==> src/rtl/brs_pkg.sv <==
// Shared types and default widths for the BRS rate meter.
// Optional build macro used by this block: BRS_METER_SYNC_EN.
package brs_pkg;

    localparam int CNT_W_DEF  = 16;
    localparam int GATE_W_DEF = 16;

    typedef enum logic [1:0] {
        IDLE = 2'd0,
        GATE = 2'd1,
        HOLD = 2'd2
    } state_t;

endpackage

==> src/rtl/brs_rate_meter_if.sv <==
// Host-side bus of the rate meter: measurement request plus result handshake.
// Handshake: result_valid stays high, with result/overflow stable, until a cycle
// where result_ready is also high; that cycle transfers the result. start is a
// request, not a handshake: it is only honoured while busy is low.
interface brs_rate_meter_if
    import brs_pkg::*;
#(
    parameter int CNT_W  = CNT_W_DEF,
    parameter int GATE_W = GATE_W_DEF
);
    logic              start;
    logic [GATE_W-1:0] gate_len;
    logic              busy;
    logic [CNT_W-1:0]  result;
    logic              overflow;
    logic              result_valid;
    logic              result_ready;

    modport master (
        output start, gate_len, result_ready,
        input  busy, result, overflow, result_valid
    );

    modport slave (
        input  start, gate_len, result_ready,
        output busy, result, overflow, result_valid
    );

endinterface

==> src/rtl/brs_edge_detect.sv <==
// Rising-edge detector for the BRS pulse; BRS_METER_SYNC_EN adds a 2-flop
// synchronizer in front of the history flop.
module brs_edge_detect (
    input  logic clk,
    input  logic rst,
    input  logic pulse_in,
    output logic rise
);

`ifdef BRS_METER_SYNC_EN
    logic [1:0] sync_q;
    logic       hist_q;

    always_ff @(posedge clk) begin
        if (rst) begin
            sync_q <= 2'b00;
            hist_q <= 1'b0;
        end else begin
            sync_q <= {sync_q[0], pulse_in};
            hist_q <= sync_q[1];
        end
    end

    assign rise = sync_q[1] & ~hist_q;
`else
    logic hist_q;

    always_ff @(posedge clk) begin
        if (rst) begin
            hist_q <= 1'b0;
        end else begin
            hist_q <= pulse_in;
        end
    end

    assign rise = pulse_in & ~hist_q;
`endif

endmodule

==> src/rtl/brs_rate_meter.sv <==
// Counts rising edges of the BRS pulse over a gate window of N clk cycles and
// holds the count for a valid/ready readout. Build option: BRS_METER_SYNC_EN.
module brs_rate_meter
    import brs_pkg::*;
#(
    parameter int CNT_W  = CNT_W_DEF,
    parameter int GATE_W = GATE_W_DEF
) (
    input  logic              clk,
    input  logic              rst,
    input  logic              pulse_in,
    brs_rate_meter_if.slave   bus,
    output state_t            state_dbg
);

    localparam logic [CNT_W-1:0]  CNT_ONE  = CNT_W'(1);
    localparam logic [GATE_W-1:0] GATE_ONE = GATE_W'(1);

    state_t            state, state_nxt;
    logic [GATE_W-1:0] win_q, win_nxt;
    logic [CNT_W-1:0]  cnt_q, cnt_nxt;
    logic [CNT_W-1:0]  res_q, res_nxt;
    logic              ovf_q, ovf_nxt;
    logic              rise;
    logic              cnt_max;
    logic [CNT_W-1:0]  cnt_sat;

    brs_edge_detect u_edge (
        .clk      (clk),
        .rst      (rst),
        .pulse_in (pulse_in),
        .rise     (rise)
    );

    assign cnt_max = &cnt_q;
    assign cnt_sat = cnt_max ? cnt_q : cnt_q + CNT_ONE;

    always_ff @(posedge clk) begin
        if (rst) begin
            state <= IDLE;
            win_q <= '0;
            cnt_q <= '0;
            res_q <= '0;
            ovf_q <= 1'b0;
        end else begin
            state <= state_nxt;
            win_q <= win_nxt;
            cnt_q <= cnt_nxt;
            res_q <= res_nxt;
            ovf_q <= ovf_nxt;
        end
    end

    always_comb begin
        state_nxt = state;
        win_nxt   = win_q;
        cnt_nxt   = cnt_q;
        res_nxt   = res_q;
        ovf_nxt   = ovf_q;
        case (state)
            IDLE: begin
                if (bus.start) begin
                    cnt_nxt = '0;
                    ovf_nxt = 1'b0;
                    if (bus.gate_len == '0) begin
                        state_nxt = HOLD;
                        res_nxt   = '0;
                    end else begin
                        state_nxt = GATE;
                        win_nxt   = bus.gate_len;
                    end
                end
            end
            GATE: begin
                if (rise) begin
                    cnt_nxt = cnt_sat;
                    ovf_nxt = ovf_q | cnt_max;
                end
                // Last gated cycle: its own event must land in the result.
                if (win_q == GATE_ONE) begin
                    state_nxt = HOLD;
                    res_nxt   = rise ? cnt_sat : cnt_q;
                end else begin
                    win_nxt = win_q - GATE_ONE;
                end
            end
            HOLD: begin
                if (bus.result_ready) begin
                    state_nxt = IDLE;
                end
            end
            default: begin
                state_nxt = IDLE;
            end
        endcase
    end

    assign bus.busy         = (state != IDLE);
    assign bus.result_valid = (state == HOLD);
    assign bus.result       = res_q;
    assign bus.overflow     = ovf_q;
    assign state_dbg        = state;

endmodule

==> src/flat_wrapper.sv <==
// flat-port wrapper written by rule: the top's interface ports become plain ports
module brs_rate_meter_flat import brs_pkg::*;
#(
    parameter int CNT_W  = CNT_W_DEF,
    parameter int GATE_W = GATE_W_DEF
)
  (clk, rst, pulse_in, state_dbg, bus_start, bus_gate_len, bus_result_ready, bus_busy, bus_result, bus_overflow, bus_result_valid);
  brs_rate_meter_if #(.CNT_W(CNT_W), .GATE_W(GATE_W)) bus_i ();
  input  logic clk;
  input  logic rst;
  input  logic pulse_in;
  output state_t state_dbg;
  input wire logic [$bits(bus_i.start)-1:0] bus_start;
  input wire logic [$bits(bus_i.gate_len)-1:0] bus_gate_len;
  input wire logic [$bits(bus_i.result_ready)-1:0] bus_result_ready;
  output wire logic [$bits(bus_i.busy)-1:0] bus_busy;
  output wire logic [$bits(bus_i.result)-1:0] bus_result;
  output wire logic [$bits(bus_i.overflow)-1:0] bus_overflow;
  output wire logic [$bits(bus_i.result_valid)-1:0] bus_result_valid;
  assign bus_i.start = bus_start;
  assign bus_i.gate_len = bus_gate_len;
  assign bus_i.result_ready = bus_result_ready;
  assign bus_busy = bus_i.busy;
  assign bus_result = bus_i.result;
  assign bus_overflow = bus_i.overflow;
  assign bus_result_valid = bus_i.result_valid;
  brs_rate_meter #(.CNT_W(CNT_W), .GATE_W(GATE_W)) u_core (.clk(clk), .rst(rst), .pulse_in(pulse_in), .bus(bus_i), .state_dbg(state_dbg));
endmodule
==> config.mk <==
export PLATFORM = sky130hd
export DESIGN_NAME = brs_rate_meter_flat
export DESIGN_NICKNAME = d
export VERILOG_FILES = /design/src/rtl/brs_pkg.sv /design/src/rtl/brs_rate_meter_if.sv /design/src/rtl/brs_edge_detect.sv /design/src/rtl/brs_rate_meter.sv /design/src/flat_wrapper.sv
export SDC_FILE = /design/constraint.sdc
export NUM_CORES = 1
export LEC_CHECK = 0
export BUFFER_PORTS_ARGS = -buffer_cell sky130_fd_sc_hd__buf_2
export CORE_UTILIZATION = 30
export CTS_CLUSTER_DIAMETER = 200
export DETAILED_ROUTE_END_ITERATION = 16
export PLACE_DENSITY = 0.59
export SKIP_CTS_REPAIR_TIMING = 1
export SYNTH_ARGS = -nofsm -noshare
export SYNTH_HDL_FRONTEND = slang
export SYNTH_HIERARCHICAL = 1
export SYNTH_SLANG_ARGS = --single-unit
==> constraint.sdc <==
create_clock -name clk -period 2.78 [get_ports clk]
set_clock_uncertainty 0.15 [all_clocks]
set_input_delay 0.556 -clock clk [delete_from_list [all_inputs] [get_ports clk]]
set_output_delay 0.556 -clock clk [all_outputs]
set_load 0.02 [all_outputs]
==> run summary, run 1 <==
The run finished with clean final reports. The largest net degree at the start of global routing came out at 38. For the pin with the worst max-slew slack, the measured transition is 0.6671 ns. The core outline area came out at 9371 um2. In the global route stage, met2 resource usage came out at 23.71%. The fill cell instance count of the final layout came out at 998. The area enclosed by the die boundary is 10,180 um2. The layout net count is 420. The highest cell delay on the worst timing path is 0.62 ns. The reported leakage power is 0.001271 uW.

The clock reaches the later pin of the worst-skew pair after 0.32 ns. The share of total power in sequential cells is 45.3%. The final setup violation count came out at 0. The maximum clock path buffer count is 2. The number of buffers added on ports is 41. The portion of total power attributed to the clock network came out at 29.6%. The tightest min-delay check is of the reg2reg type. The post-synthesis cell area is 2933 um2. The first-pass iteration count of the detailed router is 4. The x dimension of the die came out at 100.9 um.

The number of global-route vias before repair is 2,485. The standard-cell row count came out at 35. The worst hold path begins at u_core/bus.result[13]. The element type at the critical path end is a flop.

Counting every net in the synthesized netlist gives 385. The remaining number of nets flagged by the antenna check after routing came out at 0. The sum of negative setup slack came out at 0 ns. CTS built an H-tree with a depth of 2. The initial standard-cell utilization of the core is 31.30%. The post-placement worst setup slack came out at 0.2933 ns. The number of design rule violations left after detail routing came out at 0. The total length of routed wires is 7871 um. The clock transition at the register clock pins on the worst setup and hold paths after CTS is 0.11 ns. The switching power came out at 579.9 uW. The data arrival time at the worst-slack endpoint came out at 2.48 ns. Dividing total power by cell area gives a power density of 532.4 nW/um2. Across all layers, the routed design uses 2,828 vias.

The warning count from the yosys run came out at 6. The wire length per cell after detailed routing came out at 14.96 um. The congestion estimate from routability-driven global placement came to 0.8690.

The shortest clock period the worst path allows after layout is 2.427 ns. The smallest setup slack after layout is 0.3535 ns. The standard cell with the maximum stage delay on the critical path is sky130_fd_sc_hd__nor4_1. The final count of pins violating max slew came out at 0. The count of endpoints failing hold in the final timing report is 0. The final critical-path share of the clock period came out at 87.29%.

After synthesis, the cell types taking the most area are sky130_fd_sc_hd__dfxtp_1 35%, sky130_fd_sc_hd__a21oi_1 6.0%, sky130_fd_sc_hd__nand2_1 3.8%. After global routing, the most crowded layer is met2. The layout-stage area growth over the synthesis result came out at 15.87%. Of the total power, the share spent switching nets is 32.05%.

The worst vdd rail ir drop is 0.2015 mV. The design internal power came out at 1230 uW. The starting DRC count in detailed routing came out at 255. The count of maximum capacitance violations is 0. The met1 routing resource usage after global routing came out at 23.30%.

The global-route wire length before repair is 12,740 um. The die span in y came out at 100.9 um. The number of synthesized flops with an enable pin came out at 0. The post-route netlist has 21.41% of its cells at a drive strength greater than 1. The async set-or-reset flop fraction in the synthesized netlist came out at 0%. Using the TritonRoute via totals, the vias-per-cell ratio works out to 5.376.

Among all flip-flop cells after synthesis, the most frequent one is sky130_fd_sc_hd__dfxtp_1. The TritonCTS clock tree is built. The synthesized design contains 52 register bits. The tightest slew margin relative to the limit came out at 55.12%. The count of clock tree sinks is 52.

0 antenna diodes ended up in the layout. STA classifies the critical path startpoint as a flop. The initial antenna violation count is 0. CTS placed an instance of sky130_fd_sc_hd__clkbuf_8 at the clock tree root.

Tracing the worst setup path back leads to its startpoint at u_core/win_q[7]. The required arrival time at the worst endpoint came out at 2.83 ns. The largest fanout on the critical path is 10. The sequential share of the synthesized area came out at 35.49%.

The biggest area contributor in the post-synthesis netlist is sky130_fd_sc_hd__dfxtp_1. The global routing usage on met3 is 2.705%. The startpoint identified for the worst register-to-register timing path is u_core/win_q[7].

The total congestion overflow is 0. Setup repair after global routing left no endpoint under its margin. The count of different cell masters after synthesis came out at 64. Walking the worst path, the cells encountered are nor4_1, nand4b_4, o22ai_4, nor2_2, a221o_2.

The type of the worst setup path is reg2reg. In this run the count of I/O pins placed on the die edge is 42. The total routing resource utilization after global routing is 16.06%.

The synthesized instance count came out at 361. The logic gate share of total power is 25.1%. The mean area per synthesized cell came out at 8.124 um2. The share of the synthesized area in the top cell type is 35.49%. Clock tree synthesis inserted a total of 5 buffers. The maximum frequency from static timing analysis came out at 412.1 MHz. The post-DP HPWL is 5540 um.
==> flip-flops by register name (all words and copies together), names as in the netlist <==
register              flops
u_core/bus.overflow       1
u_core/bus.result        16
u_core/cnt_q             16
u_core/state_dbg          2
u_core/u_edge/hist_q      1
u_core/win_q             16
==> placed cells by master (no fill, tap or decap), types with 3 or more instances in the layout <==
master                       n
sky130_fd_sc_hd__nand2_1    30
sky130_fd_sc_hd__ha_1        3
sky130_fd_sc_hd__inv_1       3
sky130_fd_sc_hd__xor2_1      3
sky130_fd_sc_hd__nor2_1     30
sky130_fd_sc_hd__buf_2      41
sky130_fd_sc_hd__a21oi_1    35
sky130_fd_sc_hd__buf_4      13
sky130_fd_sc_hd__and4_1      3
sky130_fd_sc_hd__nor4_1     11
sky130_fd_sc_hd__a31oi_1    13
sky130_fd_sc_hd__clkbuf_8    5
sky130_fd_sc_hd__o2bb2ai_1   8
sky130_fd_sc_hd__o21ai_0    15
sky130_fd_sc_hd__or2_2       6
sky130_fd_sc_hd__nand3b_1    3
sky130_fd_sc_hd__nor3_1     15
sky130_fd_sc_hd__a22oi_1     3
sky130_fd_sc_hd__or3_1       4
sky130_fd_sc_hd__nand4_1    14
sky130_fd_sc_hd__nand3_1    15
sky130_fd_sc_hd__a21o_1     12
sky130_fd_sc_hd__or4_1       3
sky130_fd_sc_hd__nand2b_1    4
sky130_fd_sc_hd__and3_1      4
sky130_fd_sc_hd__dfxtp_1    52
==> final timing paths <==
check,endpoint,slack [ns],depth (start not counted)
worst max-delay path,u_core/bus.result[9],0.35,5
worst min-delay path,u_core/bus.result[13],0.31,1
worst max register to register,u_core/bus.result[9],0.35,5
worst min register to register,u_core/bus.result[13],0.31,1
==> metrics by stage <==
stage	utilization, %	hold WS [ns]	total power, uW	area (um2)	std cells
global route	36.26	0.3319	1915	3398	526
finish	36.26	0.3091	1809	3398	526
floorplan	-	0.3039	1166	2933	361
detailed placement	35.07	0.2851	1288	3287	518
global placement	35.07	0.2835	1281	3287	518
CTS	36.26	0.3157	1827	3398	526
==> kinds of logic after synthesis <==
family,count (synthesis),synth area share [%]
muxes,2,0.6826
AOI/OAI and AO/OA,111,26.15
adders and majority gates,3,1.280
and+or+nand+nor,158,29.91
xor gates and xnor gates,5,1.493
DFF,52,35.49
buffers and inverters,30,4.991
==> power by group through the flow <==
stage | clock (uW) | combinational (uW) | sequential (uW)
after floorplan | 0 | 333 | 833
after global placement | 0 | 446 | 836
after detailed placement | 0 | 450 | 838
after CTS | 553 | 454 | 820
after global routing | 583 | 503 | 829
final | 535 | 454 | 820
==> cell usage after synthesis (6+ instances only) <==
| master | instances |
|---|---|
| sky130_fd_sc_hd__buf_2 | 8 |
| sky130_fd_sc_hd__or2_2 | 6 |
| sky130_fd_sc_hd__nor3_1 | 15 |
| sky130_fd_sc_hd__o21ai_0 | 15 |
| sky130_fd_sc_hd__a21o_1 | 12 |
| sky130_fd_sc_hd__nand2_1 | 30 |
| sky130_fd_sc_hd__a21oi_1 | 35 |
| sky130_fd_sc_hd__clkbuf_1 | 11 |
| sky130_fd_sc_hd__a31oi_1 | 13 |
| sky130_fd_sc_hd__nor2_1 | 30 |
| sky130_fd_sc_hd__nand4_1 | 14 |
| sky130_fd_sc_hd__dfxtp_1 | 52 |
| sky130_fd_sc_hd__nand3_1 | 15 |
| sky130_fd_sc_hd__nor4_1 | 11 |
| sky130_fd_sc_hd__o2bb2ai_1 | 8 |
==> critical path, delay by kind of cell, from the launching register on <==
kind	cells	cell delay, ns
AO/OA/AOI/OAI	2	0.73
flip-flops	1	0.37
AND/OR/NAND/NOR	3	1.07
==> final cells by class <==
class                      instances  area [um2]  share of cell area (%)
multi-input combinational        279        1750                   51.51
sequential                        52        1041                   30.63
timing repair buffer              55       322.8                   9.499
clock inverter                     3       42.54                   1.252
tap                              129       161.4                   4.750
clock buffer                       5       68.82                   2.025
inverter                           3       11.26                  0.3314
==> metal layers <==
layer	wire length [um]	part of all wire, %	up-vias
met5	0	0	-
met1	3942	50	1322
met3	288	3.7	9
li1	-	-	1434
met2	3511	45	63
met4	128	1.6	0
Note: power is estimated with default switching activity, not from simulation.
==> run 2, diff against run 1 <==
CORE_ASPECT_RATIO = 0.75   (was unset)
CORE_UTILIZATION = 57   (was 30)
PLACE_DENSITY = 0.91   (was 0.59)
==> run 2 against run 1 <==
Against the previous run:
- register-to-register slack got worse by 0.12 ns
- setup slack worse by 0.12 ns
- worst hold slack gained 0.0064 ns
- sequential cell count unchanged
- utilization rose by 30 points
- wire length down 5.7%
- fmax is 4.7% lower
- highest routed layer unchanged
==> run summary, run 2 (synthesized netlist as in run 1, its figures left out) <==
Counting cells, the worst reg-to-reg path comes to 6. The count of maximum capacitance violations came out at 0. Wires add up to 7425 um.

The clock root buffer is sky130_fd_sc_hd__clkbuf_8. For this run, the detailed router's first-pass iteration total came to 7. The largest net degree at the start of global routing is 38. Setup repair after global routing left no endpoint under its margin.

The post-DP HPWL is 5045 um. The initial standard-cell utilization of the core came out at 59.52%. The clock latency on the worst-skew pair came out at 0.30 ns. The die span in y is 64.12 um. The worst vdd rail ir drop is 0.3403 mV.

The wire length per cell after detailed routing came out at 16.39 um. The analysis attributes to cell leakage a power of 0.001252 uW. Setup violations remaining at the end of the flow were counted as 0. The number of design rule violations left after detail routing came out at 0. The via density per instance came out at 6.552. The power density over cell area is 530.5 nW/um2.

The share of final-layout standard cells stronger than drive strength 1 is 20.61%. 0 antenna diodes ended up in the layout. The layout net count is 417. The final estimated routing congestion in global placement came out at 0.9385. The initial antenna violation count is 0.

The register-to-register setup slack came out at 0.23 ns. STA classifies the critical path startpoint as a flop. The count of endpoints failing hold in the final timing report was 0. TritonCTS built the clock tree. The run finished with clean final reports.

The standard-cell row count came out at 22. The worst register-to-register path begins at u_core/win_q[2]. The worst setup path is captured at a flop. After detailed placement, the total cell area comes to 3178 um2. The start point of the worst hold path is u_core/bus.result[13].

The core outline area came out at 4927 um2. The largest fanout on the critical path came out at 6. The layout-stage area growth over the synthesis result is 11.65%. The count of clock tree sinks is 52.

The tightest slew margin relative to the limit is 51.24%. The detailed-route via count came out at 2,968. The post-route cell area is 3274 um2. The number of H-tree branching levels is 2.

Summing all multi-input logic gate instances after layout gives 1750 um2. The global-route wire length before repair came out at 12,540 um. The top-level I/O count is 42. The register cell area after layout came out at 1041 um2. The area enclosed by the die boundary is 5439 um2. The final critical-path share of the clock period came out at 91.62%. The number of buffers added on ports came out at 41.

The remaining number of nets flagged by the antenna check after routing came out at 0. The sum of negative setup slack came out at 0 ns. The floorplan step set the die width to 84.83 um.

The top cell types in the final layout, fill and taps aside, are 52 x sky130_fd_sc_hd__dfxtp_1, 41 x sky130_fd_sc_hd__buf_2, 35 x sky130_fd_sc_hd__a21oi_1, 30 x sky130_fd_sc_hd__nand2_1, 30 x sky130_fd_sc_hd__nor2_1. The maximum frequency from static timing analysis came out at 392.6 MHz. The total routing resource utilization after global routing came out at 29.20%. The endpoint identified for the worst register-to-register timing path is u_core/win_q[12]. The total congestion overflow is 0. The starting DRC count in detailed routing is 363.

The slew at the pin closest to its max-slew limit is 0.7247 ns. The clock transition at the register clock pins on the worst setup and hold paths after CTS came out at 0.09 ns. The shortest clock period the worst path allows after layout came out at 2.547 ns. The setup path with the least slack is of type reg2reg. For hold timing, the worst endpoint is u_core/bus.result[13]. The number of cells on the worst hold path is 1. The final count of pins violating max slew was 0. The worst hold path belongs to the class reg2reg. The total clock buffers created by CTS came out at 5. STA puts the critical path data required time at 2.86 ns. The maximum clock path buffer count is 2. After filler insertion, the fill cell instance count of the layout stands at 415. The number of global-route vias before repair came out at 2,491.

Data arrives at the worst endpoint at 2.62 ns. The commonest non-fill, non-tap cell in the layout is sky130_fd_sc_hd__dfxtp_1.
run 2: cell count changes in the layout (fill, tap and decap cells not counted), sizes merged:
cell,before,now
buf,55,52
bufinv,1,0
clkinvlp,1,0
clkbuf,5,7
clkinv,1,0
run 2: worst max path at each step:
stage	startpoint	end	slack, ns	cells past startpoint
floorplan	pulse_in	u_core/bus.result[9]	0.49	6
global placement	bus_gate_len[4]	u_core/bus.result[9]	0.34	6
detailed placement	bus_gate_len[4]	u_core/bus.result[9]	0.32	6
CTS	u_core/win_q[2]	u_core/win_q[12]	0.30	6
global route	u_core/win_q[2]	u_core/win_q[14]	0.1	6
finish	u_core/win_q[2]	u_core/win_q[12]	0.23	6
run 2: cell type report:
type                       count  share of cell area, %
sequential                    52                  31.79
tap                           60                  2.293
multi-input combinational    279                  53.46
timing repair buffer          52                  9.171
clock buffer                   7                  2.942
inverter                       3                 0.3439
run 2: routing by layer:
layer	vias to the layer above	track usage, %	wire length [um]	part of all wire [%]
met3	6	4.264	553	7.4
met5	-	0	0	0
met1	1393	45.56	3625	49
met4	0	7.415	61	0.82
met2	146	41.57	3185	43
li1	1423	-	-	-
run 2: where the power goes:
| part | switching, uW | total (uW) | internal, uW |
|---|---|---|---|
| Sequential | 45.4 | 826 | 781 |
| Combinational | 278 | 451 | 173 |
| Clock | 237 | 460 | 222 |
run 2: worst max-delay path: stages, from the launching register on:
cell	delay, ns
sky130_fd_sc_hd__dfxtp_1	0.37
sky130_fd_sc_hd__or4_1	0.60
sky130_fd_sc_hd__buf_4	0.20
sky130_fd_sc_hd__nor4_1	0.64
sky130_fd_sc_hd__nand3_1	0.16
sky130_fd_sc_hd__a21o_1	0.21
sky130_fd_sc_hd__a21oi_1	0.13
run 2: per-stage QoR:
stage / power (uW) / utilization, % / hold WS, ns / setup slack [ns] / instances
detailed placement: 1275 / 64.50 / 0.2951 / 0.3163 / 446
global placement: 1261 / 64.50 / 0.2827 / 0.3357 / 446
floorplan: 1166 / - / 0.3039 / 0.4881 / 361
finish: 1737 / 66.46 / 0.3156 / 0.2328 / 453
CTS: 1727 / 66.46 / 0.3149 / 0.2975 / 453
global route: 1828 / 66.46 / 0.3293 / 0.09808 / 453
==> run 3, diff against run 2 <==
CORE_MARGIN = 8   (was unset)
==> run 3 against run 2 <==
Against the previous run:
- critical path depth did not move
- via count rose by 1.9%
- clock power fell by 8.9%
- critical path type unchanged
- global-route usage fell by 8.9 points
- final cell count rose by 0.66%
- worst hold slack got worse by 0.016 ns
- power fell by 2.0%
==> run summary, run 3 (synthesized netlist as in run 1, its figures left out) <==
The total routing resource utilization after global routing came out at 20.28%. For this design the ratio of total power to cell area is 521.1 nW/um2. During placement, the flow inserted port buffers numbering 41. Final hold analysis gives a worst-case slack of 0.2991 ns. The number of design rule violations left after detail routing came out at 0. The flow ran to the end, and the final reports show no timing, DRC or antenna violations. The slew at the pin closest to its max-slew limit is 0.7019 ns. The reg-to-reg endpoint is u_core/win_q[12]. The number of cells on the worst hold path is 2. The final estimated routing congestion in global placement came out at 0.9565. The initial standard-cell utilization of the core came out at 59.52%. The area enclosed by the die boundary came out at 7720 um2. The routing usage on met2 came out at 30.89%.

The routed layout has 3,025 vias. Derived from the worst setup path, the maximum achievable clock frequency is 399.0 MHz. The count of antenna diodes in the layout came out at 0. Clock-pin slew was measured on the worst setup and hold paths at 0.09 ns. For hold timing, the worst endpoint is u_core/bus.result[15]. The final setup violation count is 0. Wires add up to 7990 um. The detailed router finished its first iteration with 345 violations.

The register-to-register setup slack is 0.27 ns. The number of cells on the worst reg-to-reg path is 6. For the worst-skew pair, the clock arrives at the later sink with an insertion delay of 0.31 ns. The startpoint identified for the worst hold timing path is u_core/bus.result[15]. The largest net degree at the start of global routing came out at 28.

After detailed routing, the number of vias per cell comes to 6.634. The final critical-path share of the clock period came out at 90.16%. In this run the critical register-to-register path is launched from u_core/win_q[2].

The tree built by TritonCTS fans out to 52 sinks. The global routing usage on met3 is 3.877%. Setup repair after global routing left no endpoint under its margin. The standard-cell row count is 22.

The die is 98.83 um wide. The worst setup path is of the reg2reg kind. The largest fanout on the critical path is 6. The wire length per cell after detailed routing came out at 17.52 um. The count of endpoints failing hold in the final timing report came out at 0.

The worst vdd rail ir drop is 0.2868 mV. The layout net count is 420. The commonest non-fill, non-tap cell in the layout is sky130_fd_sc_hd__dfxtp_1. STA classifies the critical path startpoint as a flop. The shortest clock period the worst path allows after layout is 2.506 ns. The number of clock buffers added by TritonCTS is 5. The layout-stage area growth over the synthesis result came out at 11.35%. The core outline area came out at 4927 um2. The global-route wire length before repair came out at 13,030 um.

The remaining number of nets flagged by the antenna check after routing came out at 0. The share of final-layout standard cells stronger than drive strength 1 is 20.96%. The layer flagged by global routing as most heavily used is met2. The met1 routing resource usage after global routing is 28.19%. The initial antenna violation count came to 0.

The required arrival time at the worst endpoint is 2.87 ns. TritonCTS built the clock tree. The reported leakage power came out at 0.001252 uW. The tightest slew margin relative to the limit came out at 52.78%. Max-cap violations in this run came to 0.

The wire-length estimate of the detail-placed layout is 5753 um. The sum of negative setup slack is 0 ns. The final count of pins violating max slew is 0. The fill cell instance count of the final layout came out at 401. The library cells used most frequently in the layout, excluding fill and tap cells, are 52 x sky130_fd_sc_hd__dfxtp_1, 41 x sky130_fd_sc_hd__buf_2, 35 x sky130_fd_sc_hd__a21oi_1, 30 x sky130_fd_sc_hd__nand2_1, 30 x sky130_fd_sc_hd__nor2_1.

The data arrival time at the worst-slack endpoint came out at 2.60 ns. The number of global-route vias before repair was 2,617. The H-tree was split into 2 levels. The total congestion overflow is 0. The top-level I/O count came out at 42. The first-pass iteration count of the detailed router came out at 6. The maximum clock path buffer count is 2. The class of the tightest hold or removal check is reg2reg. The die span in y came out at 78.12 um. The worst setup path is captured at a flop.

The clock root buffer is sky130_fd_sc_hd__clkbuf_8.
[run 3: changes by cell type in the layout (fill, tap and decap cells not counted)]
cell                       before  now
sky130_fd_sc_hd__buf_4         10   14
sky130_fd_sc_hd__clkbuf_8       7    5
sky130_fd_sc_hd__buf_12         1    0
sky130_fd_sc_hd__clkbuf_1       0    1
sky130_fd_sc_hd__clkinv_2       0    1
[run 3: metal layers]
layer  wire, um  up-vias
met5          0        -
met4        131        0
met3        783       22
met2       3553      182
met1       3521     1394
li1           -     1427
[run 3: worst max-delay path: stages, from the launching register on]
cell                      delay, ns
sky130_fd_sc_hd__dfxtp_1       0.36
sky130_fd_sc_hd__or4_1         0.60
sky130_fd_sc_hd__buf_4         0.20
sky130_fd_sc_hd__nor4_1        0.63
sky130_fd_sc_hd__nand3_1       0.15
sky130_fd_sc_hd__a21o_1        0.21
sky130_fd_sc_hd__a21oi_1       0.15
[run 3: final cells by class]
class	count	area [um2]	area share (%)
Multi-Input combinational cell	279	1750	53.60
Sequential cell	52	1041	31.88
Timing Repair Buffer	55	310.3	9.502
Tap cell	60	75.07	2.299
Clock buffer	6	72.57	2.222
Inverter	3	11.26	0.3448
Clock inverter	1	5.005	0.1533
[run 3: how the worst max path moves through the flow]
stage / startpoint / to / slack, ns
6_report: u_core/win_q[2] / u_core/win_q[12] / 0.27
5_1_grt: u_core/win_q[2] / u_core/win_q[12] / 0.14
2_1_floorplan: pulse_in / u_core/bus.result[9] / 0.49
3_3_place_gp: bus_gate_len[4] / u_core/bus.result[9] / 0.34
3_5_place_dp: bus_gate_len[4] / u_core/bus.result[9] / 0.28
4_1_cts: u_core/win_q[2] / u_core/win_q[12] / 0.29
[run 3: power by group]
| group | leakage, uW | switching [uW] | internal, uW | total [uW] |
|---|---|---|---|---|
| clock | 0.0000410 | 247 | 172 | 419 |
| sequential | 0.000422 | 47.1 | 781 | 828 |
| combinational | 0.000788 | 278 | 176 | 454 |
| total | 0.00125 | 572 | 1130 | 1700 |
[run 3: through the flow]
stage	setup slack [ns]	utilization [%]	total power [uW]	std cells	instance area, um2
4_1_cts	0.2877	66.28	1696	456	3266
5_1_grt	0.1431	66.28	1784	456	3266
3_5_place_dp	0.2781	64.70	1283	449	3188
6_report	0.2736	66.28	1702	456	3266
3_3_place_gp	0.3397	64.70	1266	449	3188
2_1_floorplan	0.4881	-	1166	361	2933
